$ cat src/rtl/conv_stream_driver_if.sv
// Bundles the pixel-source handshake and the filter-facing coefficient/pixel
// lanes of conv_stream_driver; master is the driver, slave is its environment.
interface conv_stream_driver_if #(
  parameter int DATA_W  = 8,
  parameter int COEFF_W = 16
);
  logic               pix_valid;
  logic [DATA_W-1:0]  pix_data;
  logic               pix_ready;
  logic               config_load;
  logic [COEFF_W-1:0] coeff_out;
  logic               frame_sync;
  logic [DATA_W-1:0]  data_out;

  modport master (
    input  pix_valid, pix_data,
    output pix_ready, config_load, coeff_out, frame_sync, data_out
  );

  modport slave (
    output pix_valid, pix_data,
    input  pix_ready, config_load, coeff_out, frame_sync, data_out
  );
endinterface

$ cat src/rtl/conv_stream_driver.sv
// Replays a 5x5 coefficient mask into the convolution filter, then streams
// whole pixel frames from an upstream valid/ready source with no gaps.
module conv_stream_driver #(
  parameter int IMG_W     = 128,
  parameter int IMG_H     = 128,
  parameter int DATA_W    = 8,
  parameter int COEFF_W   = 16,
  parameter int NUM_COEFF = 25
) (
  input  logic               clk,
  input  logic               reset_n,
  input  logic               io_coeff_wr_en,
  input  logic [4:0]         io_coeff_wr_addr,
  input  logic [COEFF_W-1:0] io_coeff_wr_data,
  input  logic               io_start,
  input  logic               io_stop,
  input  logic [15:0]        io_num_frames,
  output logic               io_busy,
  output logic               io_frame_done,
  output logic               io_underrun,
  conv_stream_driver_if.master bus
);

  localparam int NUM_PIX = IMG_W * IMG_H;
  localparam int PIX_W   = (NUM_PIX > 1) ? $clog2(NUM_PIX) : 1;
  localparam logic [PIX_W-1:0] LAST_PIX   = PIX_W'(NUM_PIX - 1);
  localparam logic [4:0]       LAST_COEFF = 5'(NUM_COEFF - 1);

  typedef enum logic [1:0] {
    IDLE,
    LOAD,
    STREAM
  } state_t;

  state_t               state_q, state_d;
  logic [4:0]           coeff_idx_q, coeff_idx_d, coeff_idx_inc;
  logic [PIX_W-1:0]     pix_off_q, pix_off_d;
  logic [15:0]          frames_left_q, frames_left_d;
  logic                 continuous_q, continuous_d;
  logic                 stop_seen_q, stop_seen_d;
  logic                 config_load_q, config_load_d;
  logic [COEFF_W-1:0]   coeff_out_q, coeff_out_d;
  logic                 frame_sync_q, frame_sync_d;
  logic [DATA_W-1:0]    data_out_q, data_out_d;
  logic                 busy_q, busy_d;
  logic                 frame_done_q, frame_done_d;
  logic                 underrun_q, underrun_d;
  logic                 pix_ready_c;
  logic                 last_beat;
  logic                 run_ending;
  logic                 coeff_wr_ok;
  logic [COEFF_W-1:0]   coeff_mem [NUM_COEFF];

  // The mask can only change while idle so a replay is never torn.
  assign coeff_wr_ok = io_coeff_wr_en && (state_q == IDLE) &&
                       (io_coeff_wr_addr <= LAST_COEFF);

  always_ff @(posedge clk or negedge reset_n) begin
    if (!reset_n) begin
      for (int i = 0; i < NUM_COEFF; i++) begin
        coeff_mem[i] <= '0;
      end
    end else if (coeff_wr_ok) begin
      coeff_mem[io_coeff_wr_addr] <= io_coeff_wr_data;
    end
  end

  assign coeff_idx_inc = coeff_idx_q + 5'd1;
  assign last_beat     = (pix_off_q == LAST_PIX);
  assign run_ending    = stop_seen_q || (!continuous_q && (frames_left_q == 16'd1));

  // Every *_d value describes what the filter sees in the next cycle, so the
  // registered outputs line up with ready, which looks one beat ahead.
  always_comb begin
    state_d       = state_q;
    coeff_idx_d   = coeff_idx_q;
    pix_off_d     = pix_off_q;
    frames_left_d = frames_left_q;
    continuous_d  = continuous_q;
    stop_seen_d   = stop_seen_q;
    config_load_d = 1'b0;
    coeff_out_d   = '0;
    frame_sync_d  = 1'b0;
    data_out_d    = '0;
    frame_done_d  = 1'b0;
    underrun_d    = underrun_q;
    pix_ready_c   = 1'b0;

    case (state_q)
      IDLE: begin
        if (io_start) begin
          state_d       = LOAD;
          coeff_idx_d   = 5'd0;
          config_load_d = 1'b1;
          coeff_out_d   = coeff_mem[0];
          underrun_d    = 1'b0;
          frames_left_d = io_num_frames;
          continuous_d  = (io_num_frames == 16'd0);
          stop_seen_d   = 1'b0;
        end
      end

      LOAD: begin
        if (coeff_idx_q == LAST_COEFF) begin
          pix_ready_c  = 1'b1;
          state_d      = STREAM;
          pix_off_d    = '0;
          frame_sync_d = 1'b1;
        end else begin
          coeff_idx_d   = coeff_idx_inc;
          config_load_d = 1'b1;
          coeff_out_d   = coeff_mem[coeff_idx_inc];
        end
      end

      STREAM: begin
        if (io_stop) begin
          stop_seen_d = 1'b1;
        end
        if (!last_beat) begin
          pix_ready_c = 1'b1;
          pix_off_d   = pix_off_q + PIX_W'(1);
        end else if (run_ending) begin
          state_d   = IDLE;
          pix_off_d = '0;
        end else begin
          // A stop raised on the final beat carries into the next frame.
          pix_ready_c  = 1'b1;
          pix_off_d    = '0;
          frame_sync_d = 1'b1;
          stop_seen_d  = io_stop;
          if (!continuous_q) begin
            frames_left_d = frames_left_q - 16'd1;
          end
        end
      end

      default: begin
        state_d = IDLE;
      end
    endcase

    // A missing pixel still consumes its slot so frame geometry is preserved.
    if (pix_ready_c) begin
      if (bus.pix_valid) begin
        data_out_d = bus.pix_data;
      end else begin
        underrun_d = 1'b1;
      end
    end

    frame_done_d = (state_d == STREAM) && (pix_off_d == LAST_PIX);
    busy_d       = (state_d != IDLE);
  end

  always_ff @(posedge clk or negedge reset_n) begin
    if (!reset_n) begin
      state_q       <= IDLE;
      coeff_idx_q   <= '0;
      pix_off_q     <= '0;
      frames_left_q <= '0;
      continuous_q  <= 1'b0;
      stop_seen_q   <= 1'b0;
      config_load_q <= 1'b0;
      coeff_out_q   <= '0;
      frame_sync_q  <= 1'b0;
      data_out_q    <= '0;
      busy_q        <= 1'b0;
      frame_done_q  <= 1'b0;
      underrun_q    <= 1'b0;
    end else begin
      state_q       <= state_d;
      coeff_idx_q   <= coeff_idx_d;
      pix_off_q     <= pix_off_d;
      frames_left_q <= frames_left_d;
      continuous_q  <= continuous_d;
      stop_seen_q   <= stop_seen_d;
      config_load_q <= config_load_d;
      coeff_out_q   <= coeff_out_d;
      frame_sync_q  <= frame_sync_d;
      data_out_q    <= data_out_d;
      busy_q        <= busy_d;
      frame_done_q  <= frame_done_d;
      underrun_q    <= underrun_d;
    end
  end

  assign bus.pix_ready   = pix_ready_c;
  assign bus.config_load = config_load_q;
  assign bus.coeff_out   = coeff_out_q;
  assign bus.frame_sync  = frame_sync_q;
  assign bus.data_out    = data_out_q;
  assign io_busy         = busy_q;
  assign io_frame_done   = frame_done_q;
  assign io_underrun     = underrun_q;

endmodule

$ cat src/flat_wrapper.sv
// flat-port wrapper written by rule: the top's interface ports become plain ports
module conv_stream_driver_flat 
#(
  parameter int IMG_W     = 128,
  parameter int IMG_H     = 128,
  parameter int DATA_W    = 8,
  parameter int COEFF_W   = 16,
  parameter int NUM_COEFF = 25
)
  (clk, reset_n, io_coeff_wr_en, io_coeff_wr_addr, io_coeff_wr_data, io_start, io_stop, io_num_frames, io_busy, io_frame_done, io_underrun, bus_pix_valid, bus_pix_data, bus_pix_ready, bus_config_load, bus_coeff_out, bus_frame_sync, bus_data_out);
  conv_stream_driver_if #(.DATA_W(DATA_W), .COEFF_W(COEFF_W)) bus_i ();
  input  logic clk;
  input  logic reset_n;
  input  logic io_coeff_wr_en;
  input  logic [4:0] io_coeff_wr_addr;
  input  logic [COEFF_W-1:0] io_coeff_wr_data;
  input  logic io_start;
  input  logic io_stop;
  input  logic [15:0] io_num_frames;
  output logic io_busy;
  output logic io_frame_done;
  output logic io_underrun;
  input wire logic [$bits(bus_i.pix_valid)-1:0] bus_pix_valid;
  input wire logic [$bits(bus_i.pix_data)-1:0] bus_pix_data;
  output wire logic [$bits(bus_i.pix_ready)-1:0] bus_pix_ready;
  output wire logic [$bits(bus_i.config_load)-1:0] bus_config_load;
  output wire logic [$bits(bus_i.coeff_out)-1:0] bus_coeff_out;
  output wire logic [$bits(bus_i.frame_sync)-1:0] bus_frame_sync;
  output wire logic [$bits(bus_i.data_out)-1:0] bus_data_out;
  assign bus_i.pix_valid = bus_pix_valid;
  assign bus_i.pix_data = bus_pix_data;
  assign bus_pix_ready = bus_i.pix_ready;
  assign bus_config_load = bus_i.config_load;
  assign bus_coeff_out = bus_i.coeff_out;
  assign bus_frame_sync = bus_i.frame_sync;
  assign bus_data_out = bus_i.data_out;
  conv_stream_driver #(.IMG_W(IMG_W), .IMG_H(IMG_H), .DATA_W(DATA_W), .COEFF_W(COEFF_W), .NUM_COEFF(NUM_COEFF)) u_core (.clk(clk), .reset_n(reset_n), .io_coeff_wr_en(io_coeff_wr_en), .io_coeff_wr_addr(io_coeff_wr_addr), .io_coeff_wr_data(io_coeff_wr_data), .io_start(io_start), .io_stop(io_stop), .io_num_frames(io_num_frames), .io_busy(io_busy), .io_frame_done(io_frame_done), .io_underrun(io_underrun), .bus(bus_i));
endmodule
$ cat config.mk
export PLATFORM = sky130hd
export DESIGN_NAME = conv_stream_driver_flat
export DESIGN_NICKNAME = d
export VERILOG_FILES = /design/src/rtl/conv_stream_driver_if.sv /design/src/rtl/conv_stream_driver.sv /design/src/flat_wrapper.sv
export SDC_FILE = /design/constraint.sdc
export NUM_CORES = 1
export LEC_CHECK = 0
export BUFFER_PORTS_ARGS = -buffer_cell sky130_fd_sc_hd__buf_4
export CAP_MARGIN = 20
export CORE_MARGIN = 3
export CORE_UTILIZATION = 60
export CTS_BUF_LIST = sky130_fd_sc_hd__clkbuf_2 sky130_fd_sc_hd__clkbuf_4 sky130_fd_sc_hd__clkbuf_8
export DETAILED_ROUTE_END_ITERATION = 12
export PLACE_DENSITY_LB_ADDON = 0.05
export SLEW_MARGIN = 15
export SYNTH_ARGS = -nofsm -noshare
export SYNTH_HDL_FRONTEND = slang
export SYNTH_SLANG_ARGS = --single-unit
$ cat constraint.sdc
create_clock -name clk -period 4.5 [get_ports clk]
set_clock_uncertainty 0.05 [all_clocks]
set_input_delay 0.9 -clock clk [delete_from_list [all_inputs] [get_ports clk]]
set_output_delay 0.9 -clock clk [all_outputs]
set_load 0.1 [all_outputs]
==> metrics.yaml, run 1 <==
root_buffer: "clkbuf_8"
whs_ns: 0.180
hold_class: "input pin to asynchronous set/reset pin"
dieArea_mm2: 0.0386
final_util_pct: 69.1
hold_viol_final: 0
insertion_delay_ns: 0.63
required_ns: 3.55
drive_above_1_share_pct: 48.7
track_usage_pct: 27.6
ys_ff_latch: 468
synthTopCellsByArea: "dfrtp_1 (54%), mux2_2 (20%), mux4_2 (12%)"
coreArea_mm2: 0.0357
vias_per_cell: 6.30
num_io_pins: 81
slowest_delay_ns: 0.43
num-fill-cells: 2537
setup_viol_count_final: 0
start_util_pct: 61.1
drtIter0Drc: 732
grt_max_degree: 112
cts_tree: "yes"
layout.nets: 1671
vias: 13400
grt.overflow.total: 0
ys_types: 69
cts_buffers: 78
layout_min_cycle_time_ns: 4.02
cp_top_family: "buffers and inverters"
cts_hold_buf: 0
cts_sinks: 468
ys_seq_area_share_pct: 53.7
fp.dieH_um: 197
peakVddDrop_mv: 0.395
synth_top_area_share_pct: 53.7
area_growth_pct: 13.0
power.leakage_nw: 11.3
placedInstanceArea_mm2: 0.0229
yosysWarningCount: 0
synth_ff_type: "dfrtp_1"
min_period_over_period_pct: 89.4
post_cts_resize_count: 0
port-buffer-count: 80
crit_type: "register to primary output"
startpoint_type: "register"
setup_tns_ns: 0
maxSlewHeadroom_pct: 32.7
antenna_found_initial: 0
cp_num_buf_inv: 4
syn_area_mm2: 0.0218
final_cell_count_no_fill: 2129
setup_ws_ns: 0.479
power_mw: 14.5
syn_area_per_cell_um2: 14.3
synth_nets: 1581
ant_nets: 0
rsz0062_at_grt: "no"
crit_fanout: 28
post-dp-hpwl_mm: 32.1
drt_pre_antenna_iters: 5
grt_pass1_wl_mm: 81.7
routabilityCongestion: 0.885
synth_edf_count: 0
yosys.area.top_type: "dfrtp_1"
finalInstanceArea_mm2: 0.0246
num_antenna_cells: 0
placedCellCount: 1991
path_cells: "inv_1 -> ha_1 -> buf_4 -> inv_1 -> a41o_1 -> o31ai_1 -> o21a_1 -> buf_4"
wl_mm: 52.0
grt_pass1_vias: 14300
max_freq_ghz: 0.249
pre_cts_slack_ns: 1.10
cap_violations: 0
clk_pin_slew_ns: 0.06
row_count: 69
power.density_mw_per_mm2: 588
max_slew.worst_pin.slew_ns: 1.01
arrival_ns: 3.07
synth_cells: 1521
die_x_um: 197
htreeDepth: 3
outcome: "completed"
async_flop_share_pct: 100
wire_per_inst_um: 24.4
finalMaxSlewViolations: 0
clk_path_buf_depth: 3
drcViolationCount: 0
crit_slowest_cell: "o21a_1"
end_kind: "primary output"
post-cts-setup-buffers: 0
worst paths after layout:
| check | from | end | slack [ns] | depth (start not counted) |
|---|---|---|---|---|
| min in group clk | u_core.coeff_mem[238] | u_core.coeff_mem[238] | 0.43 | 1 |
| worst min-delay path | reset_n | u_core.coeff_mem[41] | 0.18 | 1 |
| worst max register to register | u_core.state_q[0] | u_core.coeff_mem[156] | 1.22 | 8 |
| worst min register to register | u_core.coeff_mem[238] | u_core.coeff_mem[238] | 0.43 | 1 |
| max in group asynchronous | reset_n | u_core.coeff_mem[288] | 3.26 | 2 |
| worst max-delay path | u_core.state_q[0] | bus_pix_ready | 0.48 | 8 |
sequential cells by signal (all words and copies together), names as in the netlist:
| name | flops |
|---|---|
| u_core.frames_left_q | 16 |
| u_core.pix_off_q | 14 |
| u_core.io_underrun | 1 |
| u_core.state_q | 2 |
| u_core.continuous_q | 1 |
| u_core.coeff_mem | 400 |
| u_core.io_frame_done | 1 |
| u_core.coeff_idx_q | 5 |
| u_core.bus.coeff_out | 16 |
| u_core.io_busy | 1 |
| u_core.bus.frame_sync | 1 |
| u_core.bus.data_out | 8 |
| u_core.bus.config_load | 1 |
| u_core.stop_seen_q | 1 |
cells in the mapped netlist (12+ instances only):
library cell	instances
a21oi_1	71
a22o_1	18
buf_2	45
clkbuf_1	60
dfrtp_1	468
inv_1	14
mux2_2	392
mux4_2	112
nand2_1	67
nand3_1	12
nand4_1	12
nor2_1	49
nor4_1	14
o21ai_0	21
cell type report:
cell class / instances / area [um^2] / share of cell area [%]
timing repair buffer: 128 / 1050 / 4.25
tap: 461 / 577 / 2.34
clock inverter: 13 / 126 / 0.513
clock buffer: 124 / 1540 / 6.25
sequential: 468 / 11700 / 47.6
inverter: 15 / 56.3 / 0.229
multi-input combinational: 920 / 9560 / 38.8
cells in the final DEF, fill, tap and decap left out, types with 20 or more instances in the layout:
cell      synthesis  final
mux4_2          112    112
clkbuf_8          0     97
buf_4             8    120
clkbuf_4          0     27
o21ai_0          21     21
mux2_2          392    392
a21oi_1          71     71
nor2_2            7     20
nand2_1          67     67
nor2_1           49     36
dfrtp_1         468    467
per-layer routing:
metal	wire length, um	track usage (%)
met5	0	0
met4	1710	10.1
met3	2360	5.11
met2	25900	46.0
met1	22100	36.8
cells by family (layout without fill, tap and decap cells):
group	count (synthesis)	in the layout	share of synthesized area (%)
AND/OR/NAND/NOR	225	225	5.48
AO/OA/AOI/OAI	159	159	4.64
buffers and inverters	133	280	2.79
adder cells (fa/ha/maj)	9	9	0.517
XOR/XNOR	15	15	0.603
multiplexers	512	512	32.2
flip-flops	468	468	53.7
report_power, final:
part           switching, mW  leakage, nW  internal, mW  total (mW)
sequential             0.601         6.23          5.21        5.81
clock                   1.71        0.888          2.28        3.99
combinational           2.40         4.21          2.29        4.69
total                   4.71         11.3          9.78        14.5
Note: power is estimated with default switching activity, not from simulation.
==> run 2: changes to the inputs <==
--- a/config.mk
+++ b/config.mk
@@ -5,6 +5,7 @@
 export SDC_FILE = /design/constraint.sdc
 export NUM_CORES = 1
 export LEC_CHECK = 0
+export ABC_AREA = 1
 export BUFFER_PORTS_ARGS = -buffer_cell sky130_fd_sc_hd__buf_4
 export CAP_MARGIN = 20
 export CORE_MARGIN = 3
==> metrics.yaml, run 2 <==
yosys-mux-area-fraction_pct: 0
r2r_cells: 9
path_cells: "inv_6 -> ha_4 -> nand4_1 -> or2_2 -> nand3_1 -> nand2_1 -> inv_1 -> buf_4"
cp_num_buf_inv: 3
num_antenna_cells: 0
crit_slowest_cell: "dfrtp_4"
synth_nets: 2639
final_common_cell: "nand2_1"
yosys.area.top_type: "dfrtp_1"
antenna_found_initial: 1
final_cell_mix: "nand2_1 (564), dfrtp_1 (467), o21ai_0 (409)"
drive_above_1_share_pct: 11.6
maxSlewHeadroom_pct: 25.3
synth-simple-area-share_pct: 20.0
hold_class: "input pin to asynchronous set/reset pin"
setup_viol_count_final: 0
grt_pass1_wl_mm: 104
cts_hold_buf: 0
synth_top_area_share_pct: 53.9
max_slew.worst_pin.slew_ns: 1.12
ys_types: 42
drt_pre_antenna_iters: 6
final_util_pct: 67.8
cts_tree: "yes"
cts_buffers: 78
grt.overflow.total: 0
outcome: "completed"
hold_viol_final: 0
htreeDepth: 3
dieArea_mm2: 0.0386
syn_area_per_cell_um2: 8.43
synth_edf_count: 0
clk_pin_slew_ns: 0.06
crit_fanout: 58
largest_reg_flops: 400
synth_most_common_cell: "nand2_1"
setup_tns_ns: 0
track_usage_pct: 34.1
fp.dieH_um: 196
slowest_delay_ns: 0.52
ys_ff_latch: 468
grt_max_degree: 197
finalMaxSlewViolations: 0
multi_input_area_mm2: 0.00874
synth_commonest_cells: "nand2_1 (564), dfrtp_1 (468), o21ai_0 (409)"
synth_cells: 2579
regArea_mm2: 0.0117
row_count: 69
start_util_pct: 61.0
min_period_over_period_pct: 86.8
port-buffer-count: 80
synth_top_family_by_area: "simple AND/OR/NAND/NOR gates"
ys_seq_area_share_pct: 53.9
synth_xor_area_share_pct: 0.483
root_buffer: "clkbuf_8"
wl_mm: 64.8
synth-compound-area-share_pct: 19.1
coreArea_mm2: 0.0357
drcViolationCount: 0
vias: 19000
routabilityCongestion: 0.884
cap_violations: 0
power.density_mw_per_mm2: 623
rsz0062_at_grt: "no"
synthTopCellsByArea: "dfrtp_1 (54%), nand2_1 (9.7%), o21ai_0 (9.4%)"
ant_nets: 0
layout_min_cycle_time_ns: 3.91
area_growth_pct: 11.2
drtIter0Drc: 2130
required_ns: 3.55
die_x_um: 196
startpoint_type: "register"
arrival_ns: 2.96
grt_pass1_vias: 18500
num_io_pins: 81
num-fill-cells: 2938
top_register: "u_core.coeff_mem"
post-dp-hpwl_mm: 39.0
end_kind: "primary output"
max_freq_ghz: 0.256
post-cts-setup-buffers: 0
vias_per_cell: 6.15
wire_per_inst_um: 21.0
cts_sinks: 468
peakVddDrop_mv: 0.565
synth_ff_type: "dfrtp_1"
critical_path_cell_count: 8
cp_top_family: "simple AND/OR/NAND/NOR gates"
syn_area_mm2: 0.0217
clk_path_buf_depth: 3
async_flop_share_pct: 100
post_cts_resize_count: 0
layout.nets: 2629
synthAdderAreaFrac_pct: 0.518
yosysWarningCount: 0
power.leakage_nw: 11.2
insertion_delay_ns: 0.63
crit_type: "register to primary output"
[run 2: final cells by class]
class	instances	area share (%)
clock inverters	8	0.414
multi-input cells	1819	36.2
inverters	88	1.40
clock buffers	132	6.92
repair buffers	114	4.29
flip-flops and latches	468	48.4
well taps	461	2.38
[run 2: path summary, 6_finish.rpt]
check                                      start                  endpoint  slack (ns)
setup / recovery           u_core.coeff_idx_q[0]             bus_pix_ready        0.59
hold / removal                           reset_n  u_core.frames_left_q[12]        0.35
setup reg to reg           u_core.coeff_idx_q[0]   u_core.bus.coeff_out[2]        1.04
hold reg to reg            u_core.coeff_mem[257]     u_core.coeff_mem[257]        0.43
max in group asynchronous                reset_n      u_core.coeff_mem[99]        2.95
min in group clk           u_core.coeff_mem[257]     u_core.coeff_mem[257]        0.43
[run 2: stage by stage]
stage          hold WS [ns]  instance area (um^2)  worst slack [ns]  total power [mW]  std cells
2_1_floorplan         0.398                 21700              1.18              9.19       2579
3_3_place_gp          0.411                 22300              1.10              10.7       2945
3_5_place_dp          0.418                 22300              1.04              10.8       2946
4_1_cts               0.361                 24100             0.548              15.0       3086
5_1_grt               0.401                 24200             0.463              16.0       3090
6_report              0.354                 24200             0.594              15.1       3090
[run 2: per-layer routing]
layer  wire length, um  vias to the layer above  global-route usage [%]
met3              6040                      174                    7.11
met5                16                        -                       0
met2             28900                      939                    51.2
li1                  -                     8676                       -
met4              2970                        2                    15.7
met1             26900                     9216                    48.3
[run 2: kinds of logic after synthesis]
family,count (synthesis)
buffers and inverters,292
adder cells (fa/ha/maj),9
AO/OA/AOI/OAI,754
AND/OR/NAND/NOR,1047
XOR/XNOR,9
flip-flops,468
[run 2: report_power, final]
| part | total, mW | switching (mW) | internal (mW) |
|---|---|---|---|
| registers | 5.77 | 0.590 | 5.18 |
| clock network | 4.17 | 1.72 | 2.45 |
| logic | 5.13 | 3.59 | 1.54 |
